<file path="config.mk">
export PLATFORM = sky130hd
export DESIGN_NAME = mul_result_buffer
export DESIGN_NICKNAME = d
export VERILOG_FILES = /design/src/rtl/mul_result_buffer.sv
export SDC_FILE = /design/constraint.sdc
export NUM_CORES = 1
export LEC_CHECK = 0
export ABC_AREA = 1
export CAP_MARGIN = 15
export CORE_UTILIZATION = 57
export DETAILED_ROUTE_END_ITERATION = 8
export PLACE_DENSITY = 0.93
export SYNTH_ARGS = -nofsm -noshare
export SYNTH_HDL_FRONTEND = slang
export SYNTH_SLANG_ARGS = --single-unit
</file>
<file path="constraint.sdc">
create_clock -name clk -period 6.2 [get_ports clk]
set_clock_uncertainty 0.15 [all_clocks]
set_input_delay 0.62 -clock clk [delete_from_list [all_inputs] [get_ports clk]]
set_output_delay 0.62 -clock clk [all_outputs]
set_load 0.02 [all_outputs]
</file>
<file path="src/rtl/mul_result_buffer.sv">
// mul_result_buffer: captures the product on each rising edge of mul_done and queues it in a valid/ready FIFO
module mul_result_buffer #(
    parameter int PW    = 16,
    parameter int DEPTH = 4,
    parameter int AW    = 2,
    parameter int CW    = 16
) (
    input  logic          clk,
    input  logic          rst_n,
    input  logic          mul_done,
    input  logic [PW-1:0] mul_prod,
    input  logic          flush,
    input  logic          clr_ovf,
    input  logic          out_ready,
    output logic          out_valid,
    output logic [PW-1:0] out_data,
    output logic [AW:0]   count,
    output logic          full,
    output logic          empty,
    output logic          ovf,
    output logic [CW-1:0] cap_cnt
);
    logic [PW-1:0] r_mem [DEPTH];
    logic [AW-1:0] r_rd;
    logic [AW-1:0] r_wr;
    logic [AW:0]   r_count;
    logic          r_done_q;
    logic          r_ovf;
    logic [CW-1:0] r_cap_cnt;
    logic          w_cap;
    logic          w_pop;
    logic          w_push;
    logic          w_drop;

    assign w_cap     = mul_done & ~r_done_q;
    assign w_pop     = out_valid & out_ready;
    assign w_push    = w_cap & (~full | w_pop);
    // a capture lost to flush is discarded silently, not counted as overflow
    assign w_drop    = w_cap & full & ~w_pop & ~flush;
    assign count     = r_count;
    assign full      = r_count == (AW+1)'(DEPTH);
    assign empty     = r_count == '0;
    assign out_valid = ~empty;
    assign out_data  = r_mem[r_rd];
    assign ovf       = r_ovf;
    assign cap_cnt   = r_cap_cnt;

    always_ff @(posedge clk)
        if (w_push && !flush) r_mem[r_wr] <= mul_prod;

    // done_q resets high so a done already asserted at reset release is not captured
    always_ff @(posedge clk or negedge rst_n) begin
        if (!rst_n) begin
            r_rd      <= '0;
            r_wr      <= '0;
            r_count   <= '0;
            r_done_q  <= 1'b1;
            r_ovf     <= 1'b0;
            r_cap_cnt <= '0;
        end else begin
            r_done_q  <= mul_done;
            r_ovf     <= w_drop | (r_ovf & ~clr_ovf);
            if (w_cap) r_cap_cnt <= r_cap_cnt + CW'(1);
            if (flush) begin
                r_rd    <= '0;
                r_wr    <= '0;
                r_count <= '0;
            end else begin
                if (w_push) r_wr <= r_wr + AW'(1);
                if (w_pop) r_rd <= r_rd + AW'(1);
                if (w_push != w_pop) r_count <= w_push ? r_count + (AW+1)'(1) : r_count - (AW+1)'(1);
            end
        end
    end
endmodule

</file>
==> results.cfg <==
[critical_path]
critPathArrivalTime_ps = 3230
crit_type = reg -> out
r2r_cells = 3
crit_chain = inv_1, o21ai_0, o22ai_1, clkdlybuf4s50_1
path_max_fanout = 35
cpPeakStageDelay_ps = 1020
critPathRequiredTime_ps = 5430
worstSetupEndpointType = output pin
start_kind = register
cp_slowest_cell = dfrtp_1

[status]
violations = design-rule violations
status = finished with violations

[route]
vias = 2753
drc = 8
routed_wl_um = 8125
dr.pass1.iters = 7
drt_iter0_markers = 147
post_drt_via_cell_ratio = 5.641
drtAntennaViolNets = 0
wl_per_cell_um = 16.65

[layout]
fill_cells = 407
nNetsFinal = 434
drive_gt1_share_pct = 9.976
most-common-layout-cells = 64 x edfxtp_1, 60 x clkdlybuf4s50_1, 52 x nor2_1, 46 x nand2_1, 38 x o21ai_0
layout.area.seq_sq_um = 2549
synthToLayoutAreaGrowth_pct = 24.47
num_antenna_cells = 0
final_common_cell = edfxtp_1
multi_input_comb_area_sq_um = 1130

[logic_synthesis]
synth_nets = 366
yosys.cell_types.count = 31
synth-seq-area-share_pct = 66.46
yosys_warnings = 0
syn_avg_cell_area_sq_um = 11.35
synthTopCellsByArea = edfxtp_1 50%, dfrtp_1 16%, nor2_1 5.1%
yosysTopAreaCell = edfxtp_1
synthCells = 338
syn_area_sq_um = 3835
netlist.area_leader.share_pct = 50.11
synth-seq-cells = 89

[die]
dieHeight_um = 84.03
initial_core_util_pct = 59.71
ios = 61
dieArea_sq_um = 7060
coreArea_sq_um = 6422
die_w_um = 84.03
std_cell_rows = 29

[clock_network]
clock_latency_ps = 360
cts-resized-gates = 0
cts-root-buf = clkbuf_8
cts-htree-levels = 3
post_cts_buffers = 0
cts_buffers = 9
hold_buffers = 0
clock_sinks = 89
max-clock-path-buffers = 2
clk_pin_slew_ps = 80
cts_tree = built

[sta]
slew_headroom_pct = 32.00
hold_viol = 0
min_period_over_period_pct = 64.51
timing.hold.ws_ps = 361.0
drv_slew = 0
tightest_slew_ps = 1020
period_needed_ps = 4000
fin_tns_setup_ps = 0
fmax_ghz = 0.2500
setup_violations = 0
rsz0062_at_grt = no

[grt]
grt_overflow = 0
grt_pass1_vias = 2847
grt_max_degree = 36
grt_first_pass_wirelength_um = 13240
antenna_found_initial = 0
gr-usage-all-layers_pct = 25.11

[placed_design]
routabilityCongestion = 0.8848
hpwl_um = 5300
io_buffers = 60

[power_and_ir_drop]
vdd_drop_max_mv = 0.2273
leakage_nw = 1.882
cellPowerDensity_nw_per_um2 = 343.4

[worst_hold_path]
hold_depth = 1
min_path_type = reg -> reg

[run]
maxCapViolCount = 0
-- critical path, delay by kind of cell, from the launching register on --
| kind | cells | cell delay, ps |
|---|---|---|
| flops | 1 | 1020 |
| compound gates | 2 | 520 |
| buf+inv | 2 | 1320 |
-- final cells by class --
type / count / share of cell area, %
inverters: 33 / 2.595
clock inverters: 7 / 1.940
clock buffers: 9 / 2.595
repair buffers: 65 / 13.79
well taps: 77 / 2.018
multi-input cells: 208 / 23.67
flip-flops and latches: 89 / 53.39
-- final timing paths --
kind | startpoint | end | slack [ps]
min in group asynchronous | rst_n | cap_cnt[2]$_DFFE_PN0P_ | 400
max | r_rd[0]$_DFFE_PN0P_ | out_data[7] | 2200
min | cap_cnt[9]$_DFFE_PN0P_ | cap_cnt[9]$_DFFE_PN0P_ | 360
max in group asynchronous | rst_n | cap_cnt[8]$_DFFE_PN0P_ | 5060
min reg2reg | cap_cnt[9]$_DFFE_PN0P_ | cap_cnt[9]$_DFFE_PN0P_ | 360
max reg2reg | r_rd[0]$_DFFE_PN0P_ | r_rd[0]$_DFFE_PN0P_ | 3660
-- through the flow --
step	setup WS (ps)	instances	instance area, sq um	util (%)	total power, W
4_1_cts	2265	487	4746	73.89	0.001638
6_report	2200	488	4773	74.32	0.001639
3_3_place_gp	2853	471	4529	70.52	0.001195
5_1_grt	1990	488	4773	74.32	0.001709
3_5_place_dp	2678	471	4529	70.52	0.001217
2_1_floorplan	3984	338	3835	-	0.001005
-- routing by layer --
layer	track usage [%]	vias up	wire [um]
met4	15.36	0	289
met1	29.44	1338	3217
li1	-	1289	-
met2	42.03	100	4155
met3	5.836	26	463
met5	0	-	0
-- sequential cells by signal, indices dropped and copies added, names as in the netlist --
register  flops
ovf           1
r_done_q      1
r_rd          2
cap_cnt      16
count         3
r_mem        64
r_wr          2
-- cell usage after synthesis --
cell type	n
o32ai_1	1
nand3b_4	1
buf_2	2
nor2_8	1
a21oi_1	2
nand4_1	1
nand2_4	1
nor2_1	52
xor2_1	6
nand2_1	46
o22ai_1	16
dfrtp_1	24
edfxtp_1	64
o21ai_0	38
nor2_4	3
fa_1	1
o31ai_1	1
clkbuf_1	6
xnor2_2	1
nand3_2	2
dfstp_2	1
xnor2_1	4
nand3_1	12
inv_1	31
and3_4	1
nand2_2	7
o21ai_1	3
ha_1	5
nor3_1	1
inv_2	2
nor2_2	2
-- power by group --
| group | switching, W | internal [W] | total [W] |
|---|---|---|---|
| sequential | 0.0000645 | 0.000676 | 0.000740 |
| combinational | 0.000268 | 0.000203 | 0.000471 |
| clock | 0.000201 | 0.000227 | 0.000428 |
| total | 0.000533 | 0.00111 | 0.00164 |
-- logic make-up after synthesis --
group           synth area share (%)
xor+xnor                       2.708
buf+inv                        4.078
simple gates                   15.95
compound gates                 8.646
fa+ha+maj                      2.153
flops                          66.46
Power figures use the tool's default switching activity.
